### config.mk
export PLATFORM = sky130hd
export DESIGN_NAME = csi2_hdr_arbiter_rr
export DESIGN_NICKNAME = d
export VERILOG_FILES = /design/src/rtl/csi2_arb_pkg.sv /design/src/rtl/csi2_hdr_arbiter_rr_rr_pick.sv /design/src/rtl/csi2_hdr_arbiter_rr.sv
export SDC_FILE = /design/constraint.sdc
export NUM_CORES = 1
export LEC_CHECK = 0
export ABC_AREA = 1
export CORE_MARGIN = 2
export CORE_UTILIZATION = 65
export DETAILED_ROUTE_END_ITERATION = 12
export DONT_BUFFER_PORTS = 1
export GPL_TIMING_DRIVEN = 0
export PLACE_DENSITY = 0.8
export SLEW_MARGIN = 40
export SYNTH_ARGS = -nofsm -noshare
export SYNTH_HDL_FRONTEND = slang
export SYNTH_SLANG_ARGS = --single-unit
export TNS_END_PERCENT = 5
### constraint.sdc
create_clock -name clk_i -period 5 [get_ports clk_i]
set_input_delay 1.5 -clock clk_i [delete_from_list [all_inputs] [get_ports clk_i]]
set_output_delay 1.5 -clock clk_i [all_outputs]
set_load 0.03 [all_outputs]
### src/rtl/csi2_arb_pkg.sv
// Shared types and constants for the CSI-2 packet-header arbiter.
// Holds the FSM state encoding, default field widths and short-packet data types.
package csi2_arb_pkg;

  localparam int DEF_WC_W = 16;
  localparam int DEF_DT_W = 6;
  localparam int DEF_VC_W = 2;

  typedef enum logic [1:0] {
    IDLE      = 2'd0,
    ISSUE     = 2'd1,
    WAIT_DONE = 2'd2
  } arb_state_e;

  // CSI-2 synchronisation short-packet data types
  localparam logic [5:0] DT_FS = 6'h00;
  localparam logic [5:0] DT_FE = 6'h01;
  localparam logic [5:0] DT_LS = 6'h02;
  localparam logic [5:0] DT_LE = 6'h03;

endpackage

### src/rtl/csi2_hdr_arbiter_rr_rr_pick.sv
// Combinational round-robin picker: first set bit of (req & mask) at or after
// ptr, searching upward and wrapping from NUM_CH-1 back to 0.
module rr_pick #(
  parameter  int NUM_CH = 4,
  localparam int PTR_W  = $clog2(NUM_CH)
) (
  input  logic [NUM_CH-1:0] req,
  input  logic [NUM_CH-1:0] mask,
  input  logic [PTR_W-1:0]  ptr,
  output logic [NUM_CH-1:0] gnt_oh,
  output logic [PTR_W-1:0]  gnt_idx,
  output logic              valid
);

  logic [NUM_CH-1:0] cand;

  assign cand = req & mask;

  // NOTE: every output gets a default before the loop so no path leaves a
  // signal unassigned, which would otherwise infer a latch.
  always_comb begin
    int k;
    gnt_oh  = '0;
    gnt_idx = '0;
    valid   = 1'b0;
    k       = 0;
    for (int i = 0; i < NUM_CH; i++) begin
      k = int'(ptr) + i;
      if (k >= NUM_CH) k = k - NUM_CH;
      if (!valid && cand[k[PTR_W-1:0]]) begin
        valid                  = 1'b1;
        gnt_idx                = k[PTR_W-1:0];
        gnt_oh[k[PTR_W-1:0]]   = 1'b1;
      end
    end
  end

endmodule

### src/rtl/csi2_hdr_arbiter_rr.sv
// Round-robin header arbiter feeding the cmos2dphy transmitter: grants one
// header buffer at a time, holds the grant until xfrdone, with a watchdog abort.
module csi2_hdr_arbiter_rr
  import csi2_arb_pkg::*;
#(
  parameter int NUM_CH      = 4,
  parameter int WC_W        = DEF_WC_W,
  parameter int DT_W        = DEF_DT_W,
  parameter int VC_W        = DEF_VC_W,
  parameter int SP_PRIO     = 1,
  parameter int TIMEOUT_CYC = 65535
) (
  input  logic                   clk_i,
  input  logic                   rst_n_i,
  input  logic                   c2d_rdy_i,
  input  logic [NUM_CH-1:0]      hdr_req_i,
  input  logic [NUM_CH*WC_W-1:0] hdr_wdcnt_i,
  input  logic [NUM_CH*DT_W-1:0] hdr_dtype_i,
  input  logic [NUM_CH*VC_W-1:0] hdr_chid_i,
  input  logic [NUM_CH-1:0]      hdr_sptype_i,
  input  logic [NUM_CH-1:0]      hdr_rd_lbfr_en_i,
  input  logic [NUM_CH-1:0]      hdr_xfrdone_i,
  output logic                   arb_sp_req_o,
  output logic                   arb_lp_start_o,
  output logic                   arb_c2dreq_o,
  output logic [WC_W-1:0]        arb_wdcnt_o,
  output logic [DT_W-1:0]        arb_dtype_o,
  output logic [VC_W-1:0]        arb_chid_o,
  output logic                   arb_sptype_o,
  output logic [NUM_CH-1:0]      arb_gnt_o,
  output logic                   arb_lbfr_rd_en_o,
  output logic                   arb_rdy_o,
  output logic                   arb_timeout_o
);

  localparam int PTR_W = $clog2(NUM_CH);
  localparam int CNT_W = (TIMEOUT_CYC > 0) ? $clog2(TIMEOUT_CYC + 1) : 1;
  localparam logic [CNT_W-1:0] WD_LAST = CNT_W'(TIMEOUT_CYC - 1);
  localparam logic [PTR_W-1:0] LAST_CH = PTR_W'(NUM_CH - 1);

  arb_state_e        state_q, state_d;
  logic [PTR_W-1:0]  ptr_q, idx_q, pick_idx;
  logic [NUM_CH-1:0] cand_mask, pick_oh;
  logic              pick_vld;
  logic [CNT_W-1:0]  wd_cnt_q;
  logic              timeout_q;
  logic              accept, release_done, abort;
  logic              done_hit, wd_expired;

  // Short packets, when any are pending, shrink the candidate set to themselves
  always_comb begin
    cand_mask = '1;
    if (SP_PRIO != 0 && |(hdr_req_i & hdr_sptype_i)) cand_mask = hdr_sptype_i;
  end

  rr_pick #(.NUM_CH(NUM_CH)) u_rr_pick (
    .req     (hdr_req_i),
    .mask    (cand_mask),
    .ptr     (ptr_q),
    .gnt_oh  (pick_oh),
    .gnt_idx (pick_idx),
    .valid   (pick_vld)
  );

  assign done_hit   = hdr_xfrdone_i[idx_q];
  assign wd_expired = (TIMEOUT_CYC != 0) && (wd_cnt_q == WD_LAST);

  always_comb begin
    state_d      = state_q;
    accept       = 1'b0;
    release_done = 1'b0;
    abort        = 1'b0;
    unique case (state_q)
      IDLE: begin
        if (c2d_rdy_i && pick_vld) begin
          accept  = 1'b1;
          state_d = ISSUE;
        end
      end
      ISSUE: state_d = WAIT_DONE;
      WAIT_DONE: begin
        if (done_hit) begin
          release_done = 1'b1;
          state_d      = IDLE;
        end else if (wd_expired) begin
          abort   = 1'b1;
          state_d = IDLE;
        end
      end
      default: state_d = IDLE;
    endcase
  end

  // NOTE: state is updated with non-blocking assignments so every register
  // samples the pre-edge values, independent of block ordering.
  always_ff @(posedge clk_i or negedge rst_n_i) begin
    if (!rst_n_i) state_q <= IDLE;
    else          state_q <= state_d;
  end

  always_ff @(posedge clk_i or negedge rst_n_i) begin
    if (!rst_n_i) begin
      ptr_q        <= '0;
      idx_q        <= '0;
      wd_cnt_q     <= '0;
      timeout_q    <= 1'b0;
      arb_gnt_o    <= '0;
      arb_wdcnt_o  <= '0;
      arb_dtype_o  <= '0;
      arb_chid_o   <= '0;
      arb_sptype_o <= 1'b0;
    end else begin
      timeout_q <= abort;
      if (accept) begin
        idx_q        <= pick_idx;
        arb_gnt_o    <= pick_oh;
        arb_wdcnt_o  <= hdr_wdcnt_i[int'(pick_idx)*WC_W +: WC_W];
        arb_dtype_o  <= hdr_dtype_i[int'(pick_idx)*DT_W +: DT_W];
        arb_chid_o   <= hdr_chid_i[int'(pick_idx)*VC_W +: VC_W];
        arb_sptype_o <= hdr_sptype_i[pick_idx];
      end
      if (state_q == ISSUE)          wd_cnt_q <= '0;
      else if (state_q == WAIT_DONE) wd_cnt_q <= wd_cnt_q + CNT_W'(1);
      if (release_done || abort) begin
        arb_gnt_o <= '0;
        ptr_q     <= (idx_q == LAST_CH) ? '0 : idx_q + 1'b1;
      end
    end
  end

  assign arb_rdy_o        = (state_q == IDLE);
  assign arb_c2dreq_o     = (state_q == ISSUE);
  assign arb_sp_req_o     = arb_c2dreq_o & arb_sptype_o;
  assign arb_lp_start_o   = arb_c2dreq_o & ~arb_sptype_o;
  assign arb_lbfr_rd_en_o = |(hdr_rd_lbfr_en_i & arb_gnt_o);
  assign arb_timeout_o    = timeout_q;

endmodule

==> run metrics, run 1 <==
P_leak=2.33 nW; yosys warns=0; Worst Path Max Fanout=1; worst ir drop on vdd=0.000799 V; post-synth net total=roughly 700; Synth-to-Final Area Change=4.40%; CTS tree=built; core area=between 0.005 and 0.006 mm²; gr busiest metal=met2; Slew @ Worst Pin=546 ps; setup TNS=0 ps; commonest cells in the netlist=174 x nand2_1, 97 x inv_1, 59 x nand3_1, 52 x dfrtp_1, 24 x nand3_2; worst rel slew slack=63.5%; met2 Use GR=between 50% and 60%; Buf+Inv Stages, Crit Path=0; Placed Cells=660; power per cell area=between 800 and 900 mW/mm²; worst setup path class=input pin to output port; FMAX=296 MHz; initial antenna violation count=0; Syn Std Cell Area=0.00409 mm²; GRT Total Usage=30.3%; minimum clock period=3380 ps; nets=between 700 and 800; layout cells sized above 1=between 10% and 20%; crit-path leading delay family=simple AND/OR/NAND/NOR gates; endpoints failing hold=0; die height=83.4 µm; multi-input logic area=about 0.0023 mm²; largest net degree at the start of global routing=53; Most used DFF post-synth=dfrtp_1; Mapped Cells=585; CP arrival=1880 ps; async set-or-reset flop fraction in the synthesized netlist=100%; grt ovf=0; EDFF count, synth=0; Initial Util=68.3%; Hold Path Class=flop to flop; CP Launch Type=input pin; Worst Setup End Kind=output port; Max H-tree Level=2; Final Util=71.3%; global-route wire length before repair=17.3 mm; Via density=just under 6; main area contributors after synthesis=dfrtp_1 32%, nand2_1 16%, inv_1 8.9%; met1 layer usage reported by global route=37.1%; clk sinks=52; crit path from=hdr_rd_lbfr_en_i[0]; worst skew pair latency=310 ps; hold_buf cts=0; wire per inst=around 16 µm; Iteration-0 DRC Markers=252; Residual DRC=0; final hold slack=505 ps; count leader, synth=nand2_1; Final period util=67.6%; clock transition at the registers of the reported paths=90 ps; non-filler cells, final=668; Pins Over Slew Limit=0; FF+latch count, synth=52; vias in the first global route=3,807; CTS buffer count=5; Antenna diodes=0; top-area cell type share of the netlist area=31.8%; Synth area leader=dfrtp_1; Final Cell Area=0.00427 mm²; RSZ-0062 raised after global routing=false; fill count=between 400 and 500; setup bufs post-CTS=0; syn avg cell area=7.00 µm²; slowest stage cell, crit path=nand4_1; hold_sp=wd_cnt_q[10]; Final ANT Viol Nets=0; clk root buf=clkbuf_8; gpl congestion=0.940; setup violators final=0; DIE WIDTH=83.4 µm; Reg area=0.00130 mm²; # rows=28; Critical Path RT=3500 ps; Final Skew=between 4 and 5 ps; sequential fraction of the synthesis area=31.8%; max cap viols=0; Resized Gates After CTS=0; Via Count=between 3,000 and 4,000; First-pass DRT Iterations=6; count of input and output buffers=0; worst reg2reg path startpoint=ptr_q[0]; CP peak stage delay=~330 ps; Unique masters post-synth=38; CTS max path bufs=2; worst path cell trace=nand2_1 > nand4_1; die area=0.00695 mm²; Area after DPL=0.00419 mm²; Ports=150; Detail Placement HPWL=8.11 mm; routing usage on met3=6.76%; status=complete, no violations; DRT Wirelength=10.4 mm
-- area by class of cell --
cell class,count,area share [%]
inverter,101,8.87
clock buffer,6,1.70
tap,75,2.20
multi-input combinational,410,53.0
buffer,22,3.45
sequential,52,30.4
clock inverter,2,0.322
-- flip-flops by register name, indices dropped and copies added (netlist names) --
| name | count |
|---|---|
| arb_chid_o | 2 |
| arb_wdcnt_o | 16 |
| idx_q | 2 |
| state_q | 2 |
| wd_cnt_q | 16 |
| arb_sptype_o | 1 |
| arb_gnt_o | 4 |
| arb_timeout_o | 1 |
| ptr_q | 2 |
| arb_dtype_o | 6 |
-- cells by family after synthesis --
kind of cell / Yosys count / synth area share [%]
xor+xnor: 1 / 0.214
buf+inv: 123 / 12.9
fa+ha+maj: 14 / 4.28
flops: 52 / 31.8
simple gates: 340 / 42.4
compound gates: 55 / 8.50
-- path summary, 6_finish.rpt --
| check | cells after the start | to | slack, ps |
|---|---|---|---|
| max | 2 | arb_lbfr_rd_en_o | 1620 |
| max reg2reg | 12 | arb_dtype_o[2] | 2250 |
| max in group asynchronous | 0 | wd_cnt_q[3] | 4020 |
| min | 1 | wd_cnt_q[10] | 500 |
| min in group asynchronous | 0 | arb_timeout_o | 870 |
| min reg2reg | 1 | wd_cnt_q[10] | 500 |
-- where the power goes --
group / total [mW] / switching [mW] / internal [mW]
clock network: 0.243 / 0.143 / 0.100
registers: 0.957 / 0.374 / 0.582
logic: 2.40 / 1.54 / 0.856
total: 3.60 / 2.06 / 1.54
-- layer usage --
| metal | wire, µm | up-vias | share of wire, % |
|---|---|---|---|
| li1 | - | 1881 | - |
| met1 | 4270 | 1751 | 41 |
| met2 | 5030 | 210 | 48 |
| met3 | 858 | 25 | 8.3 |
| met4 | 223 | 0 | 2.1 |
| met5 | 0 | - | 0 |
-- placed cells by master (no fill, tap or decap), types with 6 or more instances in the layout --
master and count:
ha_1 14, dfrtp_1 52, nand3_1 59, inv_1 97
nand2_1 174, buf_2 15, nand2_2 6, a21oi_1 19
or2_1 22, o21ai_0 17, nand3_2 24, nor2_1 14
nand4_1 23
-- through the flow --
step / setup slack, ps / power [mW]
floorplan: 1640 / 2.82
global placement: 1620 / 3.26
detailed placement: 1540 / 3.33
CTS: 1620 / 3.59
global route: 1570 / 3.93
finish: 1620 / 3.60
Power figures use the tool's default switching activity.
==> run 2: changes to the inputs <==
- CORE_UTILIZATION: 65 -> 58
- PLACE_DENSITY: 0.8 -> 0.75
- clock period: 5 -> 2.86 ns (I/O delays scaled with it)
==> run 2 against run 1 <==
  * Clock power grew 110%
  * Combinational power grew 71%
  * Routed wire length fell by 2.9%
  * Die area rose by 11%
  * Non-clock buffer count unchanged
  * Highest routed layer unchanged
  * Power up 75%
==> run metrics, run 2 (synthesis results as in run 1) <==
GRT Total Usage=26.5% (-3.8 points); Worst Path Max Fanout=4 (+3); commonest non-fill, non-tap cell in the layout=nand2_1; worst rel slew slack=68.0% (+4.5 points); pre-CTS setup slack=120 ps (-1420 ps); endpoints failing hold=0 (unchanged); gpl congestion=0.864 (-8.1%); status=complete, no violations; clock transition at the registers of the reported paths=100 ps (about the same); Worst Setup End Kind=output port; hold_buf cts=0 (unchanged); Reg2Reg Capture Point=arb_dtype_o[3]; DIE WIDTH=88.0 µm (+5.6%); non-filler cells, final=689 (+3.1%); slowest stage cell, crit path=ha_1; nets=721 (unchanged); core area=0.00679 mm² (+13%); worst reg2reg path startpoint=ptr_q[1]; clk root buf=clkbuf_8; vias in the first global route=3,631 (-4.6%); Max H-tree Level=2 (unchanged); layout cells sized above 1=14.0% (+0.67 points); Iteration-0 DRC Markers=168 (-33%); RSZ-0062 raised after global routing=false; worst ir drop on vdd=0.000626 V (-22%); CTS max path bufs=2 (unchanged); CP peak stage delay=440 ps (+110 ps); max cap viols=0 (unchanged); Buf+Inv Stages, Crit Path=2 (+2); Initial Util=60.3% (-8.1 points); setup bufs post-CTS=0 (unchanged); Via density=5.48 (-5.4%); First-pass DRT Iterations=4 (-2); Final period util=91.3%; count of input and output buffers=0 (unchanged); Final Skew=12.3 ps (+7.73 ps); worst path cell trace=inv_1 > ha_1 > inv_1 > nor2_2; setup violators final=0 (unchanged); Antenna diodes=0 (unchanged); Hold Path Class=input pin to async pin; Top Registers=arb_wdcnt_o: 16 flops, wd_cnt_q: 16 flops, arb_dtype_o: 6 flops; Detail Placement HPWL=7.75 mm (-4.4%); Most Frequent Cell on Critical Path=inv_1; Pins Over Slew Limit=0 (unchanged); worst skew pair latency=310 ps (about the same); CP arrival=1750 ps (-130 ps); Synth-to-Final Area Change=5.78%; FF-to-FF setup slack=290 ps (-1960 ps); Final ANT Viol Nets=0 (unchanged); P_leak=2.33 nW (+0.28%); CTS tree=built; FMAX=383 MHz; Via Count=3,775 (-2.4%); final hold slack=236 ps (-269 ps); Final Util=63.7% (-7.6 points); setup TNS=0 ps (unchanged); clk sinks=52 (unchanged); most frequent cells in the layout=174 x nand2_1, 97 x inv_1, 59 x nand3_1, 50 x dfrtp_1, 24 x nand3_2; wire per inst=14.6 µm (-5.8%); # rows=30 (+7.1%); grt ovf=0 (unchanged); Residual DRC=0 (unchanged); crit-path leading delay family=adder cells; worst setup path class=flop to output port; die height=88.0 µm (+5.6%); Ports=150 (unchanged); power per cell area=1450 mW/mm² (+73%); largest net degree at the start of global routing=53 (unchanged); Resized Gates After CTS=0 (unchanged); CP Launch Type=flop; minimum clock period=2610 ps; final setup margin=248 ps (-1370 ps); DRT Wirelength=10.1 mm (-2.9%); Critical Path RT=2000 ps (-1500 ps); initial antenna violation count=0 (unchanged); global-route wire length before repair=16.4 mm (-5.4%); Placed Cells=681 (+3.2%); Worst Reg2Reg Path Length in Cells=12 (unchanged); die area=0.00775 mm² (+11%); CTS buffer count=5 (unchanged); Slew @ Worst Pin=479 ps (-66.2 ps)
==> run 2: worst reg2reg max path, delay by kind of cell, from the launching register on <==
kind	cells	cell delay (ps)
adder cells (fa/ha/maj)	1	410
buffers and inverters	4	810
flip-flops	1	460
AND/OR/NAND/NOR	7	850
==> run 2: layout make-up <==
cell class / count / area, µm²
clock inverters: 3 / 42.5
inverters: 101 / 379
well taps: 96 / 120
multi-input cells: 410 / 2270
clock buffers: 5 / 68.8
plain buffers: 22 / 148
flip-flops and latches: 52 / 1300
fillers: 641 / 2460
==> run 2: report_power, final <==
part,switching (mW),internal (mW),leakage (nW)
Combinational,2.61,1.50,1.62
Sequential,0.654,1.02,0.659
Clock,0.251,0.259,0.0541
==> run 2: stage by stage <==
| step | instance area (µm²) | total power, mW |
|---|---|---|
| global placement | 4210 | 5.65 |
| global route | 4330 | 6.88 |
| floorplan | 4090 | 4.92 |
| CTS | 4330 | 6.31 |
| finish | 4330 | 6.30 |
| detailed placement | 4210 | 5.78 |
==> run 2: per-layer routing <==
layer  track usage (%)  wire length, µm  vias up  part of all wire, %
li1                  -                -     1875                    -
met1              34.4             4440     1759                   44
met2              45.7             4860      125                   48
met3              5.47              674       16                  6.7
met4              5.92              114        0                  1.1
met5                 0                0        -                    0
==> run 2: how the worst max path moves through the flow <==
| stage | end | slack [ps] | depth (start not counted) | start |
|---|---|---|---|---|
| 6_report | arb_lp_start_o | 250 | 4 | state_q[1] |
| 4_1_cts | arb_lp_start_o | 110 | 4 | state_q[1] |
| 2_1_floorplan | arb_dtype_o[4] | 390 | 13 | hdr_req_i[3] |
| 3_3_place_gp | arb_dtype_o[2] | 160 | 15 | hdr_req_i[3] |
| 3_5_place_dp | arb_wdcnt_o[4] | 120 | 15 | hdr_req_i[3] |
| 5_1_grt | arb_wdcnt_o[15] | 80 | 12 | ptr_q[1] |
